<file path="src/rtl/bcd_xs3_codec.sv">
// Sequential multi-digit BCD <-> excess-3 converter, one digit per clock, LSD first.
// Optional range checking is enabled by defining BCD_XS3_ERR_CHECK_EN.
module bcd_xs3_codec #(
  parameter int DIGITS = 4
) (
  input  logic                  clk,
  input  logic                  rst,
  input  logic                  in_valid,
  output logic                  in_ready,
  input  logic [4*DIGITS-1:0]   in_data,
  input  logic                  mode,
  output logic                  out_valid,
  input  logic                  out_ready,
  output logic [4*DIGITS-1:0]   out_data,
  output logic [DIGITS-1:0]     err_mask,
  output logic                  err
);

  localparam int IW = (DIGITS > 1) ? $clog2(DIGITS) : 1;

  typedef enum logic [1:0] {
    IDLE,
    CONV,
    DONE
  } state_t;

  state_t                state_q, state_d;
  logic [IW-1:0]         idx_q, idx_d;
  logic                  mode_q, mode_d;
  logic [4*DIGITS-1:0]   src_q, src_d;
  logic [4*DIGITS-1:0]   res_q, res_d;
  logic [4*DIGITS-1:0]   out_q, out_d;
  logic [DIGITS-1:0]     werr_q, werr_d;
  logic [DIGITS-1:0]     emask_q, emask_d;

  logic [3:0]            dig;
  logic [3:0]            conv;
  logic                  bad;

  // Single shared converter working on the digit selected by idx_q.
  always_comb begin
    dig = '0;
    for (int unsigned i = 0; i < DIGITS; i++) begin
      if (idx_q == IW'(i)) dig = src_q[4*i +: 4];
    end
    conv = mode_q ? (dig + 4'd13) : (dig + 4'd3);
    bad  = 1'b0;
`ifdef BCD_XS3_ERR_CHECK_EN
    bad = mode_q ? ((dig < 4'd3) || (dig > 4'd12)) : (dig > 4'd9);
    if (bad) conv = 4'hF;
`endif
  end

  always_comb begin
    state_d = state_q;
    idx_d   = idx_q;
    mode_d  = mode_q;
    src_d   = src_q;
    res_d   = res_q;
    out_d   = out_q;
    werr_d  = werr_q;
    emask_d = emask_q;
    case (state_q)
      IDLE: begin
        if (in_valid) begin
          src_d   = in_data;
          mode_d  = mode;
          idx_d   = '0;
          res_d   = '0;
          werr_d  = '0;
          out_d   = '0;
          emask_d = '0;
          state_d = CONV;
        end
      end
      CONV: begin
        for (int unsigned i = 0; i < DIGITS; i++) begin
          if (idx_q == IW'(i)) begin
            res_d[4*i +: 4] = conv;
            werr_d[i]       = bad;
          end
        end
        idx_d = idx_q + IW'(1);
        // Output registers load only on entry to DONE, so they never show partial words.
        if (idx_q == IW'(DIGITS - 1)) begin
          out_d   = res_d;
          emask_d = werr_d;
          idx_d   = '0;
          state_d = DONE;
        end
      end
      DONE: begin
        if (out_ready) state_d = IDLE;
      end
      default: state_d = IDLE;
    endcase
  end

  always_ff @(posedge clk) begin
    if (rst) begin
      state_q <= IDLE;
      idx_q   <= '0;
      mode_q  <= 1'b0;
      src_q   <= '0;
      res_q   <= '0;
      out_q   <= '0;
      werr_q  <= '0;
      emask_q <= '0;
    end else begin
      state_q <= state_d;
      idx_q   <= idx_d;
      mode_q  <= mode_d;
      src_q   <= src_d;
      res_q   <= res_d;
      out_q   <= out_d;
      werr_q  <= werr_d;
      emask_q <= emask_d;
    end
  end

  assign in_ready  = (state_q == IDLE);
  assign out_valid = (state_q == DONE);
  assign out_data  = out_q;
  assign err_mask  = emask_q;
  assign err       = |emask_q;

endmodule

</file>
<file path="config.mk">
export PLATFORM = sky130hd
export DESIGN_NAME = bcd_xs3_codec
export DESIGN_NICKNAME = d
export VERILOG_FILES = /design/src/rtl/bcd_xs3_codec.sv
export SDC_FILE = /design/constraint.sdc
export NUM_CORES = 1
export LEC_CHECK = 0
export CAP_MARGIN = 5
export CORE_MARGIN = 2
export CORE_UTILIZATION = 48
export CTS_CLUSTER_SIZE = 40
export DETAILED_ROUTE_END_ITERATION = 6
export GPL_TIMING_DRIVEN = 0
export MAX_ROUTING_LAYER = met4
export PLACE_DENSITY = 0.75
export SKIP_LAST_GASP = 1
export SLEW_MARGIN = 20
export SYNTH_ARGS = -nofsm -noshare
export SYNTH_HDL_FRONTEND = slang
export SYNTH_SLANG_ARGS = --single-unit
</file>
<file path="constraint.sdc">
create_clock -name clk -period 2.5 [get_ports clk]
set_input_delay 0.5 -clock clk [delete_from_list [all_inputs] [get_ports clk]]
set_output_delay 0.5 -clock clk [all_outputs]
set_load 0.05 [all_outputs]
</file>
Yosys cells after proc, flatten, opt, wreduce, memory -nomap -nowiden
Cells that the tools add are included.
Widths: inputs -> output; s select.
Word-level totals
  bits of input ports: 21
  output and inout port bits: 23
  word-level logic and storage cells: 55
  register bits: 61
Cells by class
  reductions and logical operators: 8
  mux-type cells: 28
  equality and inequality tests: 8
  add/sub/neg operators: 3
Operators by type and width (number)
  $pmux 16 s2: 2
  $mux 4: 11
  $mux 16: 2
  $pmux 4 s2: 2
  $mux 2: 5
  $eq 2x2->1 const B: 3
  $pmux 2 s3: 1
  $reduce_and 3->1: 2
  $add 4x2->4 const B: 1
  $add 4x4->4 const B: 1
  $eq 2x1->1 const B: 2
  $logic_not 2->1: 2
  $mux 1: 4
  $ne 2x2->1 const B: 2
  $pmux 2 s2: 1
  $reduce_and 2->1: 2
  $reduce_or 4->1: 1
  $add 2x1->2 const B: 1
  $ne 2x1->1 const B: 1
  $reduce_bool 2->1: 1

Depth between registers and ports, before layout
Gate-level depths: netlist (run 1).
  word-level depth: 10
  gate-level depth with buffers: 14

Worst setup path after synthesis (run 1)
No wires, ideal clock.
  path type: reg2reg
  from: register idx_q[0]
  to: register out_q[11] (netlist: out_data[11])
  buffers on the path: 2
  cell stages (with the launch flop): 14
  period minus slack after synthesis: 2.720 ns
  path slack: -0.220 ns
  required time: 2.385 ns
  data arrival time: 2.606 ns
  cells stage by stage: dfxtp_1 ha_1 buf_4 clkbuf_1 nand2_1 a21oi_1 a21oi_1 o21ai_0 ha_1 nand2_1 a211oi_2 a2111oi_2 xnor3_2 o21a_1
Between the ends
  word-level cells in the longest chain between the ends: 10
  elaborated cells between the ends (all ways): 16
  classes of those cells: add/sub: 2; eq/ne: 4; mux: 8; reduce/logical: 2
RTL lines
  from (decl): line 28  | logic [IW-1:0] idx_q, idx_d;
  from (signal assigned): line 111  | idx_q <= idx_d;
  $logic_not 2->1: line 44  | if (idx_q == IW'(i)) dig = src_q[4*i +: 4];
  $mux 4 (4 in series): line 44
  $add 4x2->4 or $add 4x4->4 (tied branches): line 46  | conv = mode_q ? (dig + 4'd13) : (dig + 4'd3);
  $mux 4: line 46
  $mux 4: line 78  | if (idx_q == IW'(i)) begin
  $mux 16: line 85  | if (idx_q == IW'(DIGITS - 1)) begin
  $pmux 16 s2: line 63  | case (state_q)
  to (signal assigned): line 115  | out_q <= out_d;
  to (decl): line 32  | logic [4*DIGITS-1:0] out_q, out_d;
Several ways; a longest one is shown, not always the timed one. The select of a mux whose other input is x is not followed.
A chain may end at the register's enable or synchronous reset.

Final worst setup path (run 1)
  from: register idx_q[1]
  to: register out_q[7] (netlist: out_data[7])
The elaborated chain is that of the path after synthesis.

==> results of run 1 <==
==> repair_timing <==
action | in CTS | in global routing
pin swaps | 11 | 24
resized for setup | 18 | 20
setup buffers | 12 | 4
cloned | 0 | 0
setup endpoints to repair | 24 | 23
==> worst max-delay path: stages (launching register included) <==
cell,delay [ps]
dfxtp_4,380
inv_4,50
ha_4,180
nand3b_1,180
a21oi_2,210
a21oi_4,50
nor2_4,90
a21o_1,140
ha_4,210
nand2_4,60
buf_6,100
a211oi_4,30
a2111oi_2,230
xnor3_2,400
o21a_1,200
==> cell families after synthesis <==
family          Yosys count
compound gates           93
simple gates            140
buf+inv                  29
mux                       7
flops                    59
xor+xnor                  2
fa+ha+maj                 7
==> Yosys cell counts, types with 2 or more instances <==
cell type,instances
inv_1,5
nor3b_1,3
nor2b_1,3
buf_2,2
o211ai_1,3
buf_6,2
ha_1,6
a21oi_1,55
nor2_1,39
nand2b_1,6
mux2i_1,7
o21a_1,8
nand2_1,76
a21o_1,2
nand3_1,3
a211oi_1,6
o21ai_0,7
a22oi_1,4
a22o_1,2
nand3b_1,3
nor3_1,2
clkbuf_1,18
dfxtp_1,59
==> registers in the layout (all words and copies together) (netlist names) <==
name      flops
idx_q         2
out_data     16
mode_q        1
err_mask      4
state_q       2
src_q        16
res_q        15
werr_q        3
==> layout make-up <==
class                   instances  area (µm²)
clock buffers                  10       127.6
multi-input cells             249        1560
well taps                      72       90.09
plain buffers                  22       145.1
flip-flops and latches         59        1189
repair buffers                 59       560.5
fillers                       450        1713
inverters                       5       21.27
clock inverters                 6       32.53
==> power groups by stage <==
stage	Combinational [µW]	Clock, µW	Sequential (µW)
after floorplan	200	0	1020
after global placement	300	0	1010
after detailed placement	304	0	1010
after CTS	339	740	989
after global routing	425	790	994
final	393	736	991
==> how the worst max path moves through the flow <==
stage / startpoint / to / slack (ps) / depth (start not counted)
6_report: idx_q[1] / out_data[7] / -140 / 14
3_3_place_gp: idx_q[0] / out_data[14] / -250 / 12
3_5_place_dp: idx_q[0] / out_data[6] / -300 / 12
4_1_cts: idx_q[1] / out_data[7] / -150 / 13
2_1_floorplan: idx_q[0] / out_data[15] / 5 / 13
5_1_grt: idx_q[1] / res_q[6] / -240 / 15
==> routing by layer <==
layer,vias to the layer above,GRT usage (%),routed length [µm]
met4,0,12.46,186
met2,75,38.29,3516
met5,-,-,0
met3,17,4.318,348
met1,1224,30.57,3210
li1,1275,-,-
==> per-stage QoR <==
stage,std cells,utilization (%),worst slack [ps]
floorplan,337,-,5.121
global placement,452,59.93,-245.5
detailed placement,452,59.93,-304.8
CTS,478,65.91,-148.7
global route,482,68.51,-242.7
finish,482,68.51,-137.0
==> summary.txt, run 1 <==
Job
  • Max-cap violations: 0

Drt
  • Per-cell routed wire length: approximately 15 µm
  • Via count: 2,591
  • DRT Pass-1 Iters: 4
  • DR vias/cell: 5.376
  • Remaining DRCs: 0
  • Routed WL: between 7 and 8 mm
  • Iteration-0 DRC Markers: roughly 170
  • Post-DRT Antenna Nets: 0

Final layout
  • Most common cell after layout, fill and taps aside: nand2_1
  • Share of cells above drive strength 1: approximately 17%
  • Final #Nets: 433
  • Area delta synth->final: 38.90%
  • Commonest cells after routing, fill and taps aside: nand2_1 (75), dfxtp_1 (57), a21oi_1 (47)
  • Final non-filler cell area: approximately 3700 µm²
  • Ant diodes: 0

Power and ir drop
  • Switch Pwr: 629.5 µW
  • Gate power share: between 10% and 20%
  • Pwr/cell area: between 500 and 600 nW/µm²
  • Clock share of power: 34.7%
  • Leakage power: 0.001334 µW
  • Internal power: roughly 1500 µW
  • Sw frac: a little under 30%
  • Peak supply drop: just over 400 µV
  • Final total power: ~2100 µW
  • Sequential power share: a little under half

CTS
  • Worst-Skew Late Latency: around 340 ps
  • CTS tree: built
  • CTS max path bufs: 2
  • Worst-path clk slew: 70 ps
  • CTS HTree Levels: 3
  • Clock Tree Root: clkbuf_8
  • Number of buffers created by CTS: 9
  • Clock sinks: 59
  • CTS hold repair buffers: 0

Timing
  • Worst slew pin tran: between 500 and 600 ps
  • Final Slew Violations: 0
  • Hold WS: about 460 ps
  • Period utilisation layout: 105.5%
  • Achievable Freq: 0.3792 GHz
  • Final worst slack: -137.0 ps
  • Clk_skew: ~9.3 ps
  • RSZ-0062 raised after global routing: yes
  • Slew margin rel.: 61.01%
  • Final Setup Violations: 11
  • Final min period: between 2000 and 3000 ps
  • Setup_tns: -1122 ps
  • Final hold viol count: 0

Worst hold path
  • Hold path start: out_data[9]
  • HP Class: register to register
  • WHS Path Cells: 2
  • Hold Path End: out_data[9]

Critical path
  • R2R Path End: out_data[7]
  • Required time worst endpoint: approximately 2700 ps
  • Setup crit start kind: register
  • R2R Path Start: idx_q[1]
  • Crit end category: register
  • Crit-path max FO: 7
  • Reg2Reg Depth: 14
  • WS Path Type: register to register
  • Crit path DAT: around 2900 ps
  • R2R Setup Slk: -140 ps

Floorplan
  • CORE AREA: 5439 µm²
  • Num ports: 44
  • Die area: about 6200 µm²
  • Initial core utilization: about half
  • # rows: 27
  • Die height: 78.76 µm
  • Die W: 78.76 µm

Global route
  • Maximum number of pins on one net before global-route repair: 11
  • First-pass GRT wire length: roughly 11 mm
  • GRT Util Overall: 24.47%
  • Gr ovfl total: 0
  • Antenna violations before repair: 0
  • Vias in the first global route: ~2,400

Placement
  • Port Buffers: 43
  • Dpl hpwl: between 4 and 5 mm
  • Cell Area, Placed: 3259 µm²
  • Final GP Congestion: 0.8434

Logic synthesis
  • Post-Synthesis Cell Area: roughly 2700 µm²
  • Yosys top cell area share: around 44%
  • Avg Inst Size Synth: between 7 and 8 µm²
  • Largest family of logic cells by synthesized area: simple AND/OR/NAND/NOR gates
  • Ys async rst share: 0%
  • Top FF cell, synth: dfxtp_1
  • Cell count after synthesis: 337
  • Post-Synth Adder-Cell Area: around 3.5%
  • Area fraction in compound gates after synthesis: about a fifth
  • Post-synthesis sequential area ratio: between 40% and 50%
  • Post-synth net total: 365
  • Warning count from the yosys run: 0
  • XOR/XNOR share of the synthesized area: 1.213%
  • Biggest area consumer among synthesized cells: dfxtp_1
  • Synth area leaders: dfxtp_1 (44%), nand2_1 (11%), a21oi_1 (10%)
  • Distinct cells, synth: 39
  • Seq cells post-synth: slightly below 60
  • Synth Area in Simple Gates: a little under a quarter
  • Mux cell area share after synthesis: approximately 2.6%
  • Number of flops mapped to enable cells by yosys: 0

Run status
  • Outcome: finished, violations left
  • Failing checks: negative setup slack
(Power assumes the default switching activity.)
==> run 2: changes to the inputs <==
--- a/config.mk
+++ b/config.mk
@@ -6,11 +6,12 @@
 export NUM_CORES = 1
 export LEC_CHECK = 0
 export CAP_MARGIN = 5
-export CORE_MARGIN = 2
+export CORE_MARGIN = 4
 export CORE_UTILIZATION = 48
 export CTS_CLUSTER_SIZE = 40
 export DETAILED_ROUTE_END_ITERATION = 6
 export GPL_TIMING_DRIVEN = 0
+export HOLD_SLACK_MARGIN = 0.02
 export MAX_ROUTING_LAYER = met4
 export PLACE_DENSITY = 0.75
 export SKIP_LAST_GASP = 1
==> run 2 against run 1 <==
Against the previous run: the run still ends with negative setup slack left; die area is 10% higher; worst hold slack worse by 1.8 ps; core utilization is 1.8 points higher; register-to-register slack worse by 40 ps; fmax is 1.5% lower; sequential power hardly changed; critical path type unchanged; critical endpoint is now res_q[3]; largest cell class unchanged.
==> summary.txt, run 2 (same netlist as run 1, synthesis figures left out) <==
Run status
  • Outcome: finished, violations left
  • Failing checks: negative setup slack

CTS
  • CTS tree: built
  • Clock Tree Root: clkbuf_8
  • Number of buffers created by CTS: 9 (unchanged)
  • Clock sinks: 59 (unchanged)
  • Worst-path clk slew: 70 ps (about the same)
  • CTS HTree Levels: 3 (unchanged)
  • CTS max path bufs: 2 (unchanged)
  • Worst-Skew Late Latency: 340 ps (about the same)

Power and ir drop
  • Pwr/cell area: 585.7 nW/µm² (+2.9%)
  • Internal power: 1548 µW (+3.8%)
  • Gate power share: 17.7% (-0.8 points)
  • Sw frac: 28.66% (-1.0 points)
  • Clock share of power: 36.7% (+2.0 points)
  • Sequential power share: 45.7% (-1.0 points)
  • Switch Pwr: 621.9 µW (-1.2%)
  • Leakage power: 0.001322 µW (-0.91%)
  • Peak supply drop: 475.3 µV (+16%)

Final layout
  • Fillers: 426 (-5.3%)
  • Share of cells above drive strength 1: 17.16% (+0.084 points)
  • Multi-input logic area: 1538 µm² (-1.4%)
  • Most common cell after layout, fill and taps aside: nand2_1
  • Ant diodes: 0 (unchanged)
  • Final #Nets: 431 (-0.46%)
  • Area delta synth->final: 38.11%
  • Commonest cells after routing, fill and taps aside: nand2_1 (74), dfxtp_1 (57), a21oi_1 (48)
  • Storage cell area: 1189 µm² (unchanged)
  • Final design utilization: 70.30% (+1.8 points)

Timing
  • Final hold viol count: 0 (unchanged)
  • Final Slew Violations: 0 (unchanged)
  • RSZ-0062 raised after global routing: yes
  • Final min period: 2677 ps (+40.15 ps)
  • Slew margin rel.: 56.50% (-4.5 points)
  • Clk_skew: 12.23 ps (+2.918 ps)
  • Achievable Freq: 0.3735 GHz (-1.5%)
  • Hold WS: 456.5 ps (-1.846 ps)
  • Final Setup Violations: 7 (-4)
  • Worst slew pin tran: 652.5 ps (+67.69 ps)
  • Final worst slack: -177.2 ps (-40.15 ps)
  • Period utilisation layout: 107.1% (+1.6 points)

Floorplan
  • Die W: 82.76 µm (+5.1%)
  • # rows: 26 (-3.7%)
  • Die height: 82.76 µm (+5.1%)
  • Initial core utilization: 50.90% (+1.6 points)
  • Num ports: 44 (unchanged)
  • Die area: 6848 µm² (+10%)
  • CORE AREA: 5270 µm² (-3.1%)

Critical path
  • Crit path DAT: 2910 ps (+40 ps)
  • CP max stage delay: 400 ps (about the same)
  • Setup crit start kind: register
  • Critical path buffers and inverters: 3 (+1)
  • WS Path Type: register to register
  • Critical path's slowest cell: dfxtp_4
  • Crit path cell chain: inv_4, ha_4, buf_6, nand2_2, a21oi_2, a21oi_2, nor2_2, a21o_1, ha_1, nand2_2, buf_4, a211oi_2, a2111oi_4, xnor3_2, o21a_1
  • Crit end category: register
  • Crit-path max FO: 7 (unchanged)
  • Required time worst endpoint: 2730 ps (about the same)
  • Largest delay contributor family on the critical path: compound AO/OA/AOI/OAI gates

Global route
  • Maximum number of pins on one net before global-route repair: 11 (unchanged)
  • Vias in the first global route: 2,479 (+3.5%)
  • First-pass GRT wire length: 11.61 mm (+2.6%)
  • Antenna violations before repair: 0 (unchanged)
  • GRT Util Overall: 23.79% (-0.68 points)
  • Gr ovfl total: 0 (unchanged)

Job
  • Max-cap violations: 0 (unchanged)

Placement
  • Port Buffers: 43 (unchanged)
  • Dpl hpwl: 4.782 mm (+5.9%)
  • Final GP Congestion: 0.8499 (+0.77%)

Drt
  • DR vias/cell: 5.485 (+2.0%)
  • Via count: 2,622 (+1.2%)
  • Remaining DRCs: 0 (unchanged)
  • Per-cell routed wire length: 15.12 µm (+0.38%)
  • Iteration-0 DRC Markers: 172 (+4.2%)
  • DRT Pass-1 Iters: 4 (unchanged)
  • Routed WL: 7.228 mm (-0.45%)
  • Post-DRT Antenna Nets: 0 (unchanged)

Worst hold path
  • HP Class: register to register
## run 2: cell types whose count changed in the layout (fill, tap and decap cells not counted), sizes merged
| cell | previous run | this run |
|---|---|---|
| buf | 20 | 18 |
| clkinvlp | 1 | 2 |
| clkinv | 5 | 2 |
| clkbuf | 28 | 30 |
## run 2: final timing paths
kind | start | end | slack [ps] | cells past startpoint
max | idx_q[1] | res_q[3] | -180 | 15
min | out_data[9] | out_data[9] | 460 | 2
max reg2reg | idx_q[1] | res_q[3] | -180 | 15
min reg2reg | out_data[9] | out_data[9] | 460 | 2
## run 2: layout make-up
class / instances / share of cell area [%]
multi-input combinational: 249 / 41.51
sequential: 59 / 32.08
timing repair buffer: 57 / 14.62
clock buffer: 12 / 4.188
buffer: 22 / 3.918
tap: 70 / 2.364
clock inverter: 4 / 0.6754
inverter: 5 / 0.6417
## run 2: worst min-delay path, delay by kind of cell, from the launching register on
family	cells	cell delay (ps)
flip-flops	1	310
AO/OA/AOI/OAI	1	50
AND/OR/NAND/NOR	1	50
## run 2: metrics by stage
step | std cells | total power (µW) | worst slack (ps) | TNS [ps] | cell area, µm²
6_report | 478 | 2170 | -177.2 | -1196 | 3705
5_1_grt | 478 | 2268 | -327.4 | -3597 | 3705
4_1_cts | 477 | 2144 | -185.8 | -1996 | 3605
3_5_place_dp | 450 | 1319 | -358.1 | -5826 | 3257
3_3_place_gp | 450 | 1312 | -312.9 | -5215 | 3257
2_1_floorplan | 337 | 1216 | 5.121 | 0 | 2739
## run 2: power groups by stage
stage	clock network [µW]	registers [µW]	logic, µW
after global routing	856	994	418
after floorplan	0	1020	200
after detailed placement	0	1010	309
final	796	991	383
after CTS	808	989	347
after global placement	0	1010	302
## run 2: timing repair
item	4_1_cts	5_1_grt
hold buffers	0	0
resized for setup	16	19
pin swaps	10	20
setup endpoints to repair	24	23
setup buffers	13	1
## run 2: per-layer routing
layer / up-vias / share of wire (%) / global-route usage (%)
met5: - / 0 / -
met4: 0 / 4.2 / 15.69
met3: 28 / 7.0 / 6.725
met2: 88 / 49 / 35.98
met1: 1238 / 40 / 27.47
li1: 1268 / - / -
==> run 3: changes to the inputs <==
--- a/config.mk
+++ b/config.mk
@@ -5,15 +5,16 @@
 export SDC_FILE = /design/constraint.sdc
 export NUM_CORES = 1
 export LEC_CHECK = 0
+export ABC_AREA = 1
 export CAP_MARGIN = 5
 export CORE_MARGIN = 4
-export CORE_UTILIZATION = 48
+export CORE_UTILIZATION = 47
 export CTS_CLUSTER_SIZE = 40
 export DETAILED_ROUTE_END_ITERATION = 6
 export GPL_TIMING_DRIVEN = 0
 export HOLD_SLACK_MARGIN = 0.02
 export MAX_ROUTING_LAYER = met4
-export PLACE_DENSITY = 0.75
+export PLACE_DENSITY = 0.74
 export SKIP_LAST_GASP = 1
 export SLEW_MARGIN = 20
 export SYNTH_ARGS = -nofsm -noshare
==> run 3 against run 2 <==
Against the previous run: the flow now finishes without violations; global-route usage down 2.3 points; clock power grew 11%; cell area fell by 12%; synthesized cell count shrank 3.9%; sequential power barely moved; wire length decreased by 16%; via count down 12%; die area shrank 4.5%; first-iteration DRC count up 33%; highest routed layer unchanged.
==> summary.txt, run 3 <==
Timing
  • Final hold viol count: 0 (unchanged)
  • Achievable Freq: 0.4229 GHz (+13%)
  • Final Setup Violations: 0 (-7)
  • Final Slew Violations: 0 (unchanged)
  • Setup_tns: 0 ps (+1196 ps)
  • Clk_skew: 8.781 ps (-3.454 ps)
  • Final min period: 2365 ps (-312.6 ps)
  • Slew margin rel.: 65.14% (+8.6 points)
  • Worst slew pin tran: 523.0 ps (-129.6 ps)
  • Period utilisation layout: 94.58% (-13 points)

Placement
  • Placed Cells: 436 (-3.1%)
  • Port Buffers: 42 (-2.3%)
  • Dpl hpwl: 4.330 mm (-9.5%)
  • Final GP Congestion: 0.8664 (+1.9%)

Logic synthesis
  • Post-synthesis sequential area ratio: 46.54% (+2.5 points)
  • Ys async rst share: 0% (unchanged)
  • Post-synth net total: 352 (-3.6%)
  • Biggest area consumer among synthesized cells: dfxtp_1
  • Most common cell in the netlist: dfxtp_1
  • Distinct cells, synth: 27 (-31%)
  • Seq cells post-synth: 58 (-1.7%)
  • Post-Synthesis Cell Area: 2495 µm² (-7.0%)
  • Cell count after synthesis: 324 (-3.9%)
  • Synth area leaders: dfxtp_1 (47%), a21oi_1 (10%), o21ai_0 (7.8%)
  • Warning count from the yosys run: 0 (unchanged)
  • Yosys top cell area share: 46.54% (+2.5 points)
  • Top FF cell, synth: dfxtp_1
  • Number of flops mapped to enable cells by yosys: 0 (unchanged)
  • Avg Inst Size Synth: 7.700 µm² (-3.3%)
  • Post-synth top cells: dfxtp_1 (58), nand2_1 (51), a21oi_1 (50)

Floorplan
  • Num ports: 44 (unchanged)
  • Die area: 6538 µm² (-4.5%)
  • Die height: 80.86 µm (-2.3%)
  • CORE AREA: 5140 µm² (-2.5%)
  • # rows: 26 (unchanged)
  • Initial core utilization: 48.54% (-2.4 points)
  • Die W: 80.86 µm (-2.3%)

Global route
  • Maximum number of pins on one net before global-route repair: 11 (unchanged)
  • Antenna violations before repair: 0 (unchanged)
  • First-pass GRT wire length: 10.36 mm (-11%)
  • Gr ovfl total: 0 (unchanged)
  • Vias in the first global route: 2,168 (-13%)
  • GRT Util Overall: 21.45% (-2.3 points)

Power and ir drop
  • Leakage power: 0.001269 µW (-4.0%)
  • Pwr/cell area: 738.7 nW/µm² (+26%)
  • Peak supply drop: 474.2 µV (-0.22%)

Drt
  • Per-cell routed wire length: 13.49 µm (-11%)
  • Via count: 2,306 (-12%)
  • DRT Pass-1 Iters: 5 (+1)
  • DR vias/cell: 5.113 (-6.8%)
  • Routed WL: 6.084 mm (-16%)
  • Iteration-0 DRC Markers: 229 (+33%)
  • Post-DRT Antenna Nets: 0 (unchanged)
  • Remaining DRCs: 0 (unchanged)

CTS
  • Clock Tree Root: clkbuf_8
  • CTS max path bufs: 2 (unchanged)
  • Worst-path clk slew: 60 ps (about the same)
  • Worst-Skew Late Latency: 330 ps (about the same)
  • Number of buffers created by CTS: 9 (unchanged)
  • Clock sinks: 58 (-1.7%)
  • CTS HTree Levels: 3 (unchanged)
  • CTS tree: built

Critical path
  • Crit end category: primary output
  • R2R Setup Slk: 140 ps (+310 ps)
  • Crit path DAT: 1860 ps (-1050 ps)
  • Required time worst endpoint: 2000 ps (-730 ps)
  • WS Path Type: register to primary output
  • Crit-path max FO: 3 (-4)
  • Setup crit start kind: register
  • Reg2Reg Depth: 18 (+3)

Final layout
  • Final #Nets: 405 (-6.0%)
  • Fillers: 482 (+13%)
  • Commonest cells after routing, fill and taps aside: dfxtp_1 (56), nand2_1 (50), a21oi_1 (48)
  • Area delta synth->final: 31.29%
  • Ant diodes: 0 (unchanged)
  • Share of cells above drive strength 1: 14.70% (-2.5 points)
  • Final cell count without fillers: 451 (-5.6%)
  • Most common cell after layout, fill and taps aside: dfxtp_1

Job
  • Max-cap violations: 0 (unchanged)

Worst hold path
  • HP Class: primary input to register
  • WHS Path Cells: 2 (unchanged)

Run status
  • Outcome: finished, final reports clean
-- run 3: changes by cell type after synthesis, moves of 4 or more --
cell / change
mux2i_1: -7
o21ai_0: +32
a21oi_1: -5
o21a_1: -7
inv_2: +4
nand3_1: +7
a211oi_1: -6
nor2_1: +8
clkbuf_1: -10
nand2_1: -25
nand2b_1: -6
inv_1: +13
-- run 3: through the flow --
step                total power (µW)  util (%)  cell area, µm²  hold WS (ps)  setup WS, ps
floorplan                       1364         -            2495         429.2         308.2
global placement                1516     58.42            3003         446.4        -121.4
detailed placement              1525     58.42            3003         451.4        -135.5
CTS                             2404     62.41            3208         443.7         4.113
global route                    2536     63.73            3276         463.3        -9.439
finish                          2420     63.73            3276         449.7         135.5
-- run 3: logic make-up after synthesis --
kind of cell,synth area share [%]
AND/OR/NAND/NOR,20.06
AO/OA/AOI/OAI,21.16
flip-flops,46.54
buffers and inverters,8.074
adder cells (fa/ha/maj),3.811
XOR/XNOR,0.3511
-- run 3: path summary, 6_finish.rpt --
| path | startpoint | end |
|---|---|---|
| hold / removal | rst | werr_q[1] |
| hold reg to reg | src_q[7] | src_q[7] |
| setup reg to reg | idx_q[0] | res_q[11] |
| setup / recovery | err_mask[3] | err |
-- run 3: critical path: stages, from the launching register on --
cell and delay, ps:
dfxtp_1 320, or4_1 510, clkdlybuf4s50_1 710
-- run 3: report_power, final --
group | switching [µW] | internal, µW | total (µW)
Clock | 351 | 535 | 886
Combinational | 329 | 189 | 518
Sequential | 32.5 | 983 | 1020
-- run 3: routing by layer --
metal	routed length [µm]	global-route usage (%)	share of wire, %	vias to the layer above
li1	-	-	-	1168
met1	2917	29.06	48	1060
met2	2756	31.44	45	66
met3	288	3.326	4.7	12
met4	122	9.966	2.0	0
met5	0	-	0	-
-- run 3: area by class of cell --
class | instances | area [µm²] | area share [%]
Sequential cell | 58 | 1166 | 35.60
Tap cell | 70 | 87.58 | 2.674
Buffer | 18 | 120.1 | 3.667
Clock inverter | 2 | 35.03 | 1.070
Multi-Input combinational cell | 224 | 1185 | 36.17
Inverter | 24 | 92.59 | 2.827
Clock buffer | 13 | 168.9 | 5.157
Timing Repair Buffer | 42 | 420.4 | 12.83
-- run 3: what timing repair did --
action | in CTS | in global routing
pin swaps | 0 | 3
setup buffers | 0 | 0
setup endpoints to repair | 15 | 22
hold buffers | 0 | 0
gates resized for setup | 1 | 24
